### config.mk
export PLATFORM = sky130hd
export DESIGN_NAME = sort_stream_framer
export DESIGN_NICKNAME = d
export VERILOG_FILES = /design/src/rtl/sort_pkg.sv /design/src/rtl/sort_sync_fifo.sv /design/src/rtl/sort_stream_framer.sv
export SDC_FILE = /design/constraint.sdc
export NUM_CORES = 1
export LEC_CHECK = 0
export BUFFER_PORTS_ARGS = -buffer_cell sky130_fd_sc_hd__buf_2
export CORE_MARGIN = 5
export CORE_UTILIZATION = 35
export CTS_CLUSTER_SIZE = 20
export DETAILED_ROUTE_END_ITERATION = 10
export GPL_ROUTABILITY_DRIVEN = 0
export PLACE_DENSITY = 0.53
export SYNTH_ARGS = -nofsm -noshare
export SYNTH_HDL_FRONTEND = slang
export SYNTH_SLANG_ARGS = --single-unit
### constraint.sdc
create_clock -name axis_clk -period 3.56 [get_ports axis_clk]
set_clock_uncertainty 0.05 [all_clocks]
set_input_delay 0.712 -clock axis_clk [delete_from_list [all_inputs] [get_ports axis_clk]]
set_output_delay 0.712 -clock axis_clk [all_outputs]
set_load 0.02 [all_outputs]
### src/rtl/sort_pkg.sv
// Shared constants for the sorting-network accelerator datapath.
package sort_pkg;
  localparam int DATA_W      = 32;
  localparam int FRAME_LEN   = 10;
  localparam int FRAME_CNT_W = 16;
  localparam int FIFO_DEPTH  = 16;
endpackage

### src/rtl/sort_sync_fifo.sv
// Synchronous first-word-fall-through FIFO with occupancy count.
// A push into an empty FIFO shows on rd_data one cycle later, never in the same cycle.
module sort_sync_fifo #(
  parameter  int DATA_W = 32,
  parameter  int DEPTH  = 16,
  localparam int AW     = $clog2(DEPTH),
  localparam int LW     = AW + 1
) (
  input  logic              clk,
  input  logic              rst_n,
  input  logic              push,
  input  logic [DATA_W-1:0] wr_data,
  input  logic              pop,
  output logic [DATA_W-1:0] rd_data,
  output logic              full,
  output logic              empty,
  output logic [LW-1:0]     level
);

  localparam logic [LW-1:0] FULL_LEVEL = LW'(DEPTH);

  logic [DATA_W-1:0] mem [DEPTH];
  logic [AW-1:0]     wr_ptr;
  logic [AW-1:0]     rd_ptr;
  logic              do_push;
  logic              do_pop;

  // Full blocks a push even when a pop happens in the same cycle.
  assign full    = (level == FULL_LEVEL);
  assign empty   = (level == '0);
  assign do_push = push && !full;
  assign do_pop  = pop && !empty;
  assign rd_data = mem[rd_ptr];

  always_ff @(posedge clk) begin
    if (do_push) begin
      mem[wr_ptr] <= wr_data;
    end
  end

  always_ff @(posedge clk) begin
    if (!rst_n) begin
      wr_ptr <= '0;
      rd_ptr <= '0;
      level  <= '0;
    end else begin
      if (do_push) begin
        wr_ptr <= wr_ptr + 1'b1;
      end
      if (do_pop) begin
        rd_ptr <= rd_ptr + 1'b1;
      end
      case ({do_push, do_pop})
        2'b10:   level <= level + 1'b1;
        2'b01:   level <= level - 1'b1;
        default: level <= level;
      endcase
    end
  end

endmodule

### src/rtl/sort_stream_framer.sv
// Buffers the sorter result stream, regenerates tlast every FRAME_LEN words and
// flags any descending pair seen inside a frame.
module sort_stream_framer #(
  parameter  int DATA_W    = sort_pkg::DATA_W,
  parameter  int FRAME_LEN = sort_pkg::FRAME_LEN,
  parameter  int DEPTH     = sort_pkg::FIFO_DEPTH,
  localparam int LW        = $clog2(DEPTH) + 1
) (
  input  logic                             axis_clk,
  input  logic                             rst_n,
  input  logic                             s_tvalid,
  input  logic [DATA_W-1:0]                s_tdata,
  output logic                             s_tready,
  output logic                             m_tvalid,
  output logic [DATA_W-1:0]                m_tdata,
  output logic                             m_tlast,
  input  logic                             m_tready,
  output logic                             frame_done,
  output logic [sort_pkg::FRAME_CNT_W-1:0] frame_cnt,
  output logic                             order_err,
  input  logic                             err_clr,
  output logic [LW-1:0]                    level
);

  localparam int            IW       = $clog2(FRAME_LEN);
  localparam logic [IW-1:0] LAST_IDX = IW'(FRAME_LEN - 1);

  logic              full;
  logic              empty;
  logic              push;
  logic              pop;
  logic              descending;
  logic [IW-1:0]     in_idx;
  logic [IW-1:0]     out_idx;
  logic [DATA_W-1:0] prev;

  // Handshake decodes come only from FIFO state, so there is no input-to-output comb path.
  assign s_tready   = !full;
  assign m_tvalid   = !empty;
  assign push       = s_tvalid && s_tready;
  assign pop        = m_tvalid && m_tready;
  assign m_tlast    = m_tvalid && (out_idx == LAST_IDX);
  assign descending = push && (in_idx != '0) && (s_tdata < prev);

  sort_sync_fifo #(
    .DATA_W (DATA_W),
    .DEPTH  (DEPTH)
  ) u_fifo (
    .clk     (axis_clk),
    .rst_n   (rst_n),
    .push    (push),
    .wr_data (s_tdata),
    .pop     (pop),
    .rd_data (m_tdata),
    .full    (full),
    .empty   (empty),
    .level   (level)
  );

  always_ff @(posedge axis_clk) begin
    if (!rst_n) begin
      out_idx    <= '0;
      frame_cnt  <= '0;
      frame_done <= 1'b0;
    end else begin
      frame_done <= pop && m_tlast;
      if (pop) begin
        if (m_tlast) begin
          out_idx   <= '0;
          frame_cnt <= frame_cnt + 1'b1;
        end else begin
          out_idx <= out_idx + 1'b1;
        end
      end
    end
  end

  // Word 0 of each frame is exempt from the order check; a fresh error beats err_clr.
  always_ff @(posedge axis_clk) begin
    if (!rst_n) begin
      in_idx    <= '0;
      prev      <= '0;
      order_err <= 1'b0;
    end else begin
      if (push) begin
        prev   <= s_tdata;
        in_idx <= (in_idx == LAST_IDX) ? '0 : in_idx + 1'b1;
      end
      if (descending) begin
        order_err <= 1'b1;
      end else if (err_clr) begin
        order_err <= 1'b0;
      end
    end
  end

endmodule

# --- After elaboration in Yosys (flattened, before gate mapping) ---
# Memory sizes are Yosys's and may differ from the RTL's. A register that Yosys moved wholly into a read port is not among the register bits.
# Cells that the tools add are included.
classes:
  add_sub_neg: 7
  order_cmp: 1
  n_eq_ne: 5
  mux: 9
  reduce_logical: 15
op_table:
  columns: ["operator", "count"]
  rows:
  - ["32-bit < comparator", 1]
  - ["16-bit by 1-bit adder with 16-bit output (second input constant)", 1]
  - ["4-bit by 1-bit adder with 4-bit output (second input constant)", 4]
  - ["4-bit two-way mux", 4]
  - ["5-bit one-hot mux with 2 select lines", 1]
  - ["4-bit equality test (second input constant)", 2]
  - ["1-bit logical AND", 8]
  - ["5-bit by 1-bit adder with 5-bit output (second input constant)", 1]
  - ["5-bit equality test (second input constant)", 1]
  - ["5-bit logical NOT", 1]
  - ["5-bit by 1-bit subtractor with 5-bit output (second input constant)", 1]
  - ["1-bit two-way mux", 4]
  - ["2-bit nonzero test", 2]
  - ["4-bit nonzero test", 1]
  - ["2-bit by 1-bit equality test with 1-bit output (second input constant)", 1]
  - ["2-bit equality test (second input constant)", 1]
  - ["1-bit logical NOT", 2]
  - ["2-bit AND reduction", 1]
totals:
  regBits: 71
  mem_bits_rw: 512
  input_bits: 37
  mem_count: 1
memory_table:
  columns: ["memory", "depth", "word_bits", "rd", "rd_ports_with_merged_regs", "wr", "line_no", "source"]
  rows:
  - ["u_fifo.mem", 16, 32, 1, 1, 1, "sort_sync_fifo.sv:22", "logic [DATA_W-1:0] mem [DEPTH];"]

# --- Depth between registers and ports, before layout ---
# Gate-level depths: netlist of the first run.
logic_depth:
  depth_word: 6
  ltp_mapped: 13
  mapped_depth_nobuf: 12

# --- By module ---
# Synthesis of the first run repeated with hierarchy kept, for this count alone.
unflattened:
  hier_cells: 1214
  area_unflattened_um2: 23383.7
by_module_without_submodules:
  columns: ["module", "instances", "cells_each", "area_each_um2", "seq_area_each_um2"]
  rows:
  - ["sort_sync_fifo", 1, 837, 20229.4, 15715.1]
  - ["sort_stream_framer", 1, 377, 3154.3, 1161.1]

# --- Least setup slack after synthesis of the first run ---
# OpenSTA, ideal clock, no wires.
synth_path:
  path_type: "register to register"
  startpoint: "reg u_fifo.level[0]"
  endpoint: "reg u_fifo.level[4]"
  t_arrival_ps: 2907
  setup_slack_ps: 527
  path_stages_with_launch: 13
  n_path_buf: 1
  period_less_slack_ps: 3033
  cell_sequence: "dfxtp_1 -> nor4_2 -> nand2b_1 -> nand2_1 -> inv_2 -> buf_4 -> ha_1 -> ha_1 -> nor2b_1 -> o21ai_0 -> a21oi_1 -> or4_1 -> a21boi_0"
synth_between:
  elab_chain_len: 6
synth_rtl:
  columns: ["item", "line_no", "source"]
  rows:
  - ["start, declared", "sort_sync_fifo.sv:17", "output logic [LW-1:0] level"]
  - ["start signal, assigned", "sort_sync_fifo.sv:54", "2'b10: level <= level + 1'b1;"]
  - ["start signal, assigned", "sort_sync_fifo.sv:55", "2'b01: level <= level - 1'b1;"]
  - ["start signal, assigned", "sort_sync_fifo.sv:56", "default: level <= level;"]
  - ["5-bit logical NOT *", "sort_sync_fifo.sv:30", "assign empty = (level == '0);"]
  - ["1-bit logical NOT *", "sort_stream_framer.sv:39", "assign m_tvalid = !empty;"]
  - ["via m_tvalid", "sort_stream_framer.sv:14", "output logic m_tvalid,"]
  - ["1-bit logical AND *", "sort_stream_framer.sv:41", "assign pop = m_tvalid && m_tready;"]
  - ["via pop", "sort_stream_framer.sv:31", "logic pop;"]
  - ["1-bit logical AND *", "sort_sync_fifo.sv:32", "assign do_pop = pop && !empty;"]
  - ["2-bit by 1-bit equality test with 1-bit output / 2-bit equality test (equally long branches)", "sort_sync_fifo.sv:53", "case ({do_push, do_pop})"]
  - ["5-bit one-hot mux with 2 select lines / 2-bit nonzero test (equally long branches)", null, null]
# Mark *: on every way through the listed nets, which the timed path passes. The rest lies on a longest branch.
# A chain may end at the register's enable or synchronous reset.

==> impl_metrics.csv, run 1 <==
group,metric,value,unit
synth,ys_types,47,
clock_tree,cts_tree,"yes",
synth,synth_area,0.0233,mm²
drt,drc,0,
floorplan,ios,95,
clock_tree,cts.clk_slew.worst_paths,50,ps
power,switching_share,25.1,%
floorplan,start_util,35.4,%
synth,synth-adder-area-share,2.39,%
finish,register_area,0.0169,mm²
synth,synth.area.mux_share,15.4,%
power,power_frac_comb,16.6,%
setup_path,crit_arrival,2680,ps
clock_tree,hold_buffers,0,
grt,grt_max_degree,74,
drt,wl,54.1,mm
setup_path,worst-path-max-fanout,28,
drt,drtPass1Iterations,4,
finish,syn2layout_area_growth,16.6,%
drt,vias,11494,
sta,layout_min_cycle_time,3440,ps
synth,synth_fp_nets,1283,
setup_path,crit_path_end_kind,"output pin",
synth,synthDominantCellAreaShare,65.9,%
sta,slew_violations,0,
clock_tree,htree_levels,2,
finish,multi_input_area,0.00603,mm²
synth,synth_ff_type,"edfxtp_1",
setup_path,required,2800,ps
synth,synth.yosys.seq_area_share,72.3,%
placement,placed_cells,2143,
clock_tree,clockRootBuffer,"clkbuf_16",
placement,dpl.hpwl,29.9,mm
grt,grtUsageTotal,14.9,%
sta,finalCritPeriodShare,96.7,%
synth,synth_top_area_cell,"edfxtp_1",
sta,rsz0062_at_grt,"yes",
drt,drtIter0Drc,736,
synth,synth_compound_area_share,2.89,%
sta,maxSlewHeadroom,43.3,%
power,vdd_ir_drop_max,492,µV
synth,synth_area_leaders,"edfxtp_1 (66%), mux4_2 (15%), dfxtp_1 (6.4%)",
sta,setup_ws,117,ps
setup_path,ff2ff_setup_slack,350,ps
floorplan,std_cell_rows,94,
synth,yosys.area_share.simple,4.22,%
drt,wl_per_cell,24.0,µm
drt,ant_nets,0,
floorplan,coreArea,0.0660,mm²
sta,final_hold_viol_count,0,
run_status,outcome,"finished, final reports clean",
power,internal-power,12.6,mW
synth,async_reset_ff_share,0,%
power,clkPwrFrac,36.6,%
grt,overflow,0,
synth,synth-edff-count,512,
power,power_leakage,8.77,nW
synth,synthCells,1202,
sta,fmax,290,MHz
setup_path,path_class,"flip-flop to output pin",
finish,fill_cells,5780,
sta,finalSetupTns,0,ps
synth,syn-mean-instance-area,19.4,µm²
grt,grt_pass1_wl,79.6,mm
floorplan,die_w,268,µm
clock_tree,clock_latency,620,ps
power,p_switching,4.23,mW
clock_tree,cts_buffer_depth,3,
finish,layout.cells.non_filler,2257,
sta,worst_pin_slew,844,ps
synth,synth_top_family_by_area,"multiplexers",
synth,synth-xor-area-share,0.788,%
power,powerDensity,619,mW/mm²
clock_tree,cts_buffers,61,
worst_hold_path,hp-class,"primary input to flip-flop",
placement,pre_cts_ws,351,ps
synth,synth_common_cells,"edfxtp_1 (512), mux4_2 (160), nand2_1 (92), dfxtp_1 (75), inv_1 (44)",
sta,setup-violations-final,0,
setup_path,startpoint_type,"flip-flop",
power,p_seq_share,46.8,%
placement,port-buffer-count,94,
synth,synth.most_common_cell,"edfxtp_1",
finish,fin_nets,1426,
job,cap_viol_max_count,0,
clock_tree,cts_sinks,587,
grt,grt_pass1_vias,11987,
floorplan,dieArea,0.0719,mm²
drt,vias_per_cell,5.09,
synth,yosysWarnings,0,
floorplan,die_h,268,µm
grt,antenna_found_initial,2,
synth,synth-seq-cells,587,
finish,layout-drive-gt1-share,29.3,%
## kinds of logic (layout without fill, tap and decap cells)
kind of cell	after synthesis	after routing
fa+ha+maj	44	44
flops	587	587
simple gates	194	194
buf+inv	103	292
xor+xnor	21	21
compound gates	93	93
mux	160	160
other cells	0	2
## per-stage QoR
step                      power, mW  instance area (µm²)  hold WS (ps)  utilization [%]
after floorplan                9.93                23300           393                -
after detailed placement       10.8                25200           409             38.2
final                          16.8                27200           363             41.2
after CTS                      17.1                27100           337             41.1
after global placement         10.8                25200           402             38.2
after global routing           17.6                27200           344             41.2
## routing by layer
metal | share of wire [%] | GRT usage, %
met1 | 44 | 20.3
met2 | 50 | 25.2
met3 | 4.0 | 2.90
met4 | 1.7 | 3.17
met5 | 0.013 | 0
## registers in the layout, summed over array words and instances, names as in the netlist, named ones only
signal and cells:
u_fifo.mem 512, prev 32, frame_cnt 16, u_fifo.level 5
in_idx 4, out_idx 4, u_fifo.rd_ptr 4, u_fifo.wr_ptr 4
frame_done 1, order_err 1
## power by group through the flow
| stage | registers [mW] | logic, mW | clock network, mW |
|---|---|---|---|
| floorplan | 7.98 | 1.94 | 0 |
| global placement | 8.01 | 2.79 | 0 |
| detailed placement | 8.02 | 2.80 | 0 |
| CTS | 7.87 | 2.85 | 6.34 |
| global route | 7.90 | 3.07 | 6.61 |
| finish | 7.88 | 2.80 | 6.16 |
## path summary, 6_finish.rpt
path / startpoint / to / cells past startpoint
worst max register to register: u_fifo.level[0] / u_fifo.level[4] / 11
worst max-delay path: flip-flop / m_tdata[1] / 4
worst min register to register: prev[8] / prev[8] / 2
worst min-delay path: s_tdata[13] / u_fifo.mem[4][13] / 1
## layout make-up
type / count / area share (%)
tap: 864 / 3.97
timing repair buffer: 137 / 4.05
sequential: 587 / 62.1
clock inverter: 26 / 0.842
clock buffer: 83 / 6.22
multi-input combinational: 512 / 22.2
inverter: 46 / 0.635
antenna: 2 / 0.0184
## placed cells by master, fill, tap and decap left out, types with 9 or more instances in the layout
cell	n
edfxtp_1	512
mux4_2	160
nand2_1	92
buf_2	92
dfxtp_1	71
clkbuf_16	65
inv_1	44
ha_1	43
a21boi_0	38
and2_1	24
buf_4	21
o21ai_0	17
buf_12	17
clkbuf_1	16
xnor2_1	12
a21oi_1	12
clkinv_1	10
clkinv_2	10
nor3_1	9
xor2_1	9
nand4_1	9
## timing repair
| item | CTS | global route |
|---|---|---|
| setup buffers | 1 | 0 |
| resized for setup | 5 | 1 |
| setup endpoints to repair | 6 | 16 |
| cloned | 0 | 2 |
## worst max-delay path, cell delays in order, from the launching register on
cell,delay [ps]
dfxtp_4,490
buf_16,280
mux4_2,540
mux4_2,540
buf_2,190
Note: power is estimated with default switching activity, not from simulation.
==> run 2, diff against run 1 <==
Settings changed: CORE_ASPECT_RATIO from default to 1.4, SYNTH_HIERARCHICAL from default to 1.
==> impl_metrics.csv, run 2 <==
group,metric,value,unit
placement,pre_cts_ws,263,ps
drt,drtPass1Iterations,4,
finish,mostFrequentLayoutCells,"edfxtp_1 (512), mux4_2 (159), nand2_1 (91)",
synth,synth-edff-count,512,
drt,wl,53.3,mm
floorplan,std_cell_rows,112,
synth,synth.yosys.seq_area_share,72.2,%
power,internal-power,12.7,mW
worst_hold_path,hp-class,"flip-flop to flip-flop",
setup_path,path_buf_inv,2,
setup_path,path_common_cell,"mux4_2",
clock_tree,clockRootBuffer,"clkbuf_16",
setup_path,cpMaxStageDelayCell,"mux4_2",
clock_tree,cts_sinks,587,
drt,wl_per_cell,23.8,µm
run_status,outcome,"finished, final reports clean",
sta,hold_ws,413,ps
synth,syn-mean-instance-area,19.3,µm²
finish,num_antenna_cells,0,
synth,synth.most_common_cell,"edfxtp_1",
synth,synth_ff_type,"edfxtp_1",
power,p_switching,4.53,mW
grt,grt_max_degree,82,
floorplan,die_h,316,µm
finish,fin_nets,1423,
sta,layout_min_cycle_time,3530,ps
synth,synthCells,1214,
power,clkPwrFrac,33.7,%
synth,synthDominantCellAreaShare,65.7,%
setup_path,crit_path_end_kind,"output pin",
setup_path,crit_arrival,2770,ps
grt,grt_pass1_wl,80.1,mm
power,powerDensity,641,mW/mm²
setup_path,path_delay_family,"multiplexers",
finish,largest_register_ffs,512,
sta,maxSlewHeadroom,45.7,%
synth,synth_common_cells,"edfxtp_1 (512), mux4_2 (155), nand2_1 (91), dfxtp_1 (75), ha_1 (42)",
clock_tree,cts_tree,"yes",
synth,synth_top_area_cell,"edfxtp_1",
setup_path,startpoint_type,"flip-flop",
power,p_seq_share,46.5,%
grt,grtUsageTotal,14.7,%
setup_path,cpPeakStageDelay,570,ps
clock_tree,cts_buffer_depth,3,
grt,grt_pass1_vias,12265,
power,power_frac_comb,19.8,%
finish,layout_commonest_cell,"edfxtp_1",
sta,rsz0062_at_grt,"yes",
grt,overflow,0,
setup_path,path_class,"flip-flop to output pin",
finish,regMostFlops,"u_fifo/mem",
synth,async_reset_ff_share,0,%
finish,top_regs,"u_fifo/mem: 512 flops, prev: 32 flops, frame_cnt: 16 flops",
synth,synth_fp_nets,1293,
placement,dpl.hpwl,30.9,mm
floorplan,die_w,228,µm
sta,final_hold_viol_count,0,
synth,synth-seq-cells,587,
drt,vias_per_cell,5.15,
grt,antenna_found_initial,1,
drt,ant_nets,0,
power,vdd_ir_drop_max,359,µV
drt,drtIter0Drc,686,
drt,vias,11547,
power,power_leakage,8.61,nW
synth,yosysWarnings,6,
sta,setup-violations-final,0,
floorplan,start_util,35.2,%
finish,layout-drive-gt1-share,28.8,%
setup_path,crit_chain,"buf_16 -> mux4_2 -> mux4_2 -> buf_6",
placement,port-buffer-count,94,
clock_tree,htree_levels,2,
floorplan,dieArea,0.0722,mm²
synth,synth_area_leaders,"edfxtp_1 (66%), mux4_2 (15%), dfxtp_1 (6.4%)",
clock_tree,cts.clk_slew.worst_paths,60,ps
sta,fmax,283,MHz
synth,ys_types,61,
sta,worst_pin_slew,812,ps
sta,finalCritPeriodShare,99.1,%
floorplan,ios,95,
floorplan,coreArea,0.0664,mm²
power,switching_share,26.2,%
finish,syn2layout_area_growth,15.3,%
drt,drc,0,
setup_path,worst-path-max-fanout,48,
synth,synth_area,0.0234,mm²
sta,setup_ws,32.3,ps
sta,slew_violations,0,
job,cap_viol_max_count,0,
clock_tree,cts_buffers,56,
clock_tree,clock_latency,590,ps
setup_path,required,2800,ps
## run 2: cell count changes in the layout (fill, tap and decap cells not counted), sizes merged, moves of 4 or more
cell	delta
o21a	+5
and4	-4
buf	-6
a21boi	-9
nor2	+26
and2	-19
o21ai	-6
nor3	+4
nand3	+6
or3	-4
clkbuf	-15
a21oi	+5
## run 2: worst paths after layout
kind / start / endpoint / slack [ps] / cells after the start
setup / recovery: flip-flop / m_tdata[29] / 30 / 4
hold / removal: prev[3] / prev[3] / 410 / 2
setup reg to reg: u_fifo/level[0] / u_fifo/level[2] / 230 / 14
hold reg to reg: prev[3] / prev[3] / 410 / 2
## run 2: kinds of logic after synthesis
family | Yosys count | share of synthesized area (%)
AOI/OAI and AO/OA | 92 | 2.76
xor gates and xnor gates | 24 | 0.899
adders and majority gates | 42 | 2.25
and+or+nand+nor | 207 | 4.37
buffers and inverters | 100 | 1.97
DFF | 587 | 72.2
muxes | 162 | 15.6
## run 2: metrics by stage
| step | utilization [%] | total power [mW] | TNS [ps] | cell area (µm²) | instances |
|---|---|---|---|---|---|
| after floorplan | - | 10.5 | -73520 | 23400 | 1214 |
| after global placement | 37.8 | 11.6 | 0 | 25100 | 2141 |
| after detailed placement | 37.8 | 11.6 | 0 | 25100 | 2141 |
| after CTS | 40.5 | 17.5 | -256 | 26900 | 2243 |
| after global routing | 40.6 | 18.0 | -822 | 27000 | 2243 |
| final | 40.6 | 17.3 | 0 | 27000 | 2243 |
## run 2: final cells by class
type	instances	area, µm²
Multi-Input combinational cell	527	6170
Tap cell	855	1070
Sequential cell	587	16900
Timing Repair Buffer	129	892
Fill cell	5997	39500
Clock buffer	70	1470
Inverter	43	161
Clock inverter	32	304
## run 2: worst reg2reg max path: cells and delay by family, from the launching register on
family	cells	cell delay, ps
buffers and inverters	4	390
AO/OA/AOI/OAI	2	320
adder cells (fa/ha/maj)	2	640
XOR/XNOR	1	200
flip-flops	1	370
AND/OR/NAND/NOR	5	1290
## run 2: what timing repair did
item / 4_1_cts / 5_1_grt
gates resized for setup: 12 / 12
setup endpoints to repair: 15 / 18
hold buffers: 0 / 0
setup buffers: 0 / 0
## run 2: power by group through the flow
stage / logic [mW] / registers [mW] / clock network [mW]
2_1_floorplan: 2.41 / 8.13 / 0
3_3_place_gp: 3.40 / 8.16 / 0
3_5_place_dp: 3.43 / 8.18 / 0
4_1_cts: 3.48 / 8.04 / 6.01
5_1_grt: 3.71 / 8.07 / 6.27
6_report: 3.41 / 8.03 / 5.83
## run 2: per-layer routing
| metal | routed length (µm) | part of all wire [%] | vias to the layer above | global-route usage (%) |
|---|---|---|---|---|
| li1 | - | - | 5109 | - |
| met1 | 22000 | 41 | 6142 | 18.8 |
| met4 | 886 | 1.7 | 0 | 3.15 |
| met5 | 0 | 0 | - | 0 |
| met3 | 2070 | 3.9 | 72 | 2.30 |
| met2 | 28400 | 53 | 224 | 26.7 |
==> run 3, diff against run 2 <==
Settings changed: ABC_AREA from default to 1, CORE_MARGIN 5 to 4.
==> impl_metrics.csv, run 3 <==
group,metric,value,unit
power,total_power,18.6,mW
synth,yosysWarnings,6,
setup_path,crit_arrival,2610,ps
floorplan,die_h,321,µm
synth,synth-xor-area-share,0.392,%
run_status,outcome,"finished, final reports clean",
setup_path,startpoint_type,"flip-flop",
grt,grt_pass1_vias,14435,
clock_tree,hold_buffers,0,
sta,layout_min_cycle_time,3370,ps
floorplan,ios,95,
clock_tree,clock_latency,610,ps
sta,setup-violations-final,0,
power,clkPwrFrac,31.2,%
power,powerDensity,665,mW/mm²
clock_tree,cts_resized,0,
synth,async_reset_ff_share,0,%
finish,top_regs,"u_fifo/mem: 512 flops, prev: 32 flops, frame_cnt: 16 flops",
power,vdd_ir_drop_max,398,µV
finish,multi_input_area,0.00623,mm²
floorplan,start_util,35.4,%
synth,synth.yosys.seq_area_share,68.7,%
clock_tree,cts_buffer_depth,3,
power,switching_share,31.7,%
finish,syn2layout_area_growth,13.8,%
power,p_switching,5.89,mW
synth,synth.area.mux_share,5.22,%
drt,wl_per_cell,21.1,µm
clock_tree,cts.clk_slew.worst_paths,70,ps
finish,regMostFlops,"u_fifo/mem",
sta,fmax,296,MHz
clock_tree,cts_buffers,55,
power,internal-power,12.7,mW
clock_tree,htree_levels,2,
worst_hold_path,hp-class,"primary input to flip-flop",
synth,synth_top_family_by_area,"compound AO/OA/AOI/OAI gates",
grt,grt_pass1_wl,92.6,mm
synth,synth-adder-area-share,2.14,%
sta,worst_pin_slew,676,ps
setup_path,worst-path-max-fanout,53,
drt,drtIter0Drc,1072,
drt,wl,62.2,mm
synth,synth_area_leaders,"edfxtp_1 (63%), dfxtp_1 (6.1%), mux2i_1 (5.2%)",
floorplan,coreArea,0.0693,mm²
finish,largest_register_ffs,512,
sta,finalSetupTns,0,ps
sta,finalCritPeriodShare,94.8,%
synth,synth_area,0.0245,mm²
synth,synth-seq-cells,587,
grt,grt_max_degree,95,
sta,rsz0062_at_grt,"no",
sta,final_hold_viol_count,0,
synth,synth_common_cells,"edfxtp_1 (512), a21oi_1 (196), inv_1 (158), mux2i_1 (128), o211ai_1 (127)",
synth,synth_compound_area_share,12.4,%
power,power_frac_comb,25.6,%
job,cap_viol_max_count,0,
drt,drtPass1Iterations,5,
grt,overflow,0,
synth,synth_fp_nets,1960,
clock_tree,post-cts-setup-buffer-count,0,
clock_tree,cts_sinks,587,
power,power_leakage,9.67,nW
grt,antenna_found_initial,3,
synth,ys_types,42,
grt,grtUsageTotal,16.5,%
drt,vias,14793,
finish,fin_nets,2059,
synth,yosys.area_share.simple,4.76,%
clock_tree,clockRootBuffer,"clkbuf_16",
synth,synthDominantCellAreaShare,62.6,%
synth,syn-mean-instance-area,13.1,µm²
sta,hold_ws,320,ps
drt,ant_nets,0,
finish,mostFrequentLayoutCells,"edfxtp_1 (512), a21oi_1 (196), inv_1 (156)",
synth,synth_top_area_cell,"edfxtp_1",
synth,synth-edff-count,512,
floorplan,std_cell_rows,114,
sta,maxSlewHeadroom,54.9,%
placement,port-buffer-count,94,
floorplan,die_w,232,µm
finish,fill_cells,6551,
sta,slew_violations,0,
placement,dpl.hpwl,35.7,mm
finish,layout_commonest_cell,"edfxtp_1",
clock_tree,cts_tree,"yes",
power,p_seq_share,43.2,%
floorplan,dieArea,0.0745,mm²
drt,drc,0,
setup_path,crit_path_end_kind,"output pin",
synth,synth_ff_type,"edfxtp_1",
setup_path,required,2800,ps
setup_path,path_class,"flip-flop to output pin",
finish,register_area,0.0169,mm²
synth,synthCells,1881,
drt,vias_per_cell,5.01,
finish,layout-drive-gt1-share,16.1,%
synth,synth.most_common_cell,"edfxtp_1",
==> run 3: changes by cell type after synthesis, sizes merged, moves of 47 or more <==
| cell | before | now |
|---|---|---|
| o21ai | 11 | 203 |
| a21oi | 17 | 196 |
| mux4 | 160 | 0 |
| inv | 43 | 171 |
| mux2i | 2 | 128 |
| o211ai | 4 | 128 |
| clkinv | 0 | 47 |
==> run 3: worst paths after layout <==
check | to | startpoint | cells after the start | slack, ps
max | m_tdata[19] | flip-flop | 8 | 190
min | order_err | err_clr | 4 | 320
max reg2reg | u_fifo/mem[7][19] | u_fifo/level[2] | 11 | 820
min reg2reg | prev[15] | prev[15] | 2 | 410
==> run 3: logic make-up after synthesis <==
kind of cell	Yosys count
adders and majority gates	42
and+or+nand+nor	256
muxes	128
DFF	587
AOI/OAI and AO/OA	536
xor gates and xnor gates	11
buffers and inverters	321
==> run 3: stage by stage <==
step	worst slack, ps	area, µm²	instances	utilization [%]
2_1_floorplan	116	24500	1881	-
3_5_place_dp	780	26200	2851	37.8
3_3_place_gp	775	26200	2851	37.8
5_1_grt	31.8	27900	2952	40.3
4_1_cts	158	27900	2951	40.3
6_report	186	27900	2952	40.3
==> run 3: critical path, cell delays in order (launching register included) <==
cell      delay (ps)
dfxtp_4          640
buf_12           320
buf_12           260
a21oi_1           90
o21ai_1          150
o211ai_1         130
nand3_1          110
nand2_1           80
buf_2            180
==> run 3: metal layers <==
| layer | routed length, µm | global-route usage, % | vias to the layer above |
|---|---|---|---|
| li1 | - | - | 7042 |
| met1 | 26500 | 21.7 | 7351 |
| met2 | 31700 | 28.9 | 321 |
| met3 | 2690 | 2.26 | 79 |
| met4 | 1340 | 4.01 | 0 |
| met5 | 0 | 0 | - |
==> run 3: power groups by stage <==
stage	registers, mW	clock network, mW	logic [mW]
floorplan	8.07	0	3.59
global placement	8.17	0	4.78
detailed placement	8.18	0	4.81
CTS	8.03	5.98	4.83
global route	8.06	6.24	5.27
finish	8.03	5.80	4.76
==> run 3: cell type report <==
type / count / share of cell area, %
multi-input cells: 973 / 22.3
clock buffers: 67 / 5.16
inverters: 218 / 3.14
clock inverters: 33 / 1.16
diodes: 1 / 0.00896
flip-flops and latches: 587 / 60.4
well taps: 928 / 4.16
repair buffers: 145 / 3.64
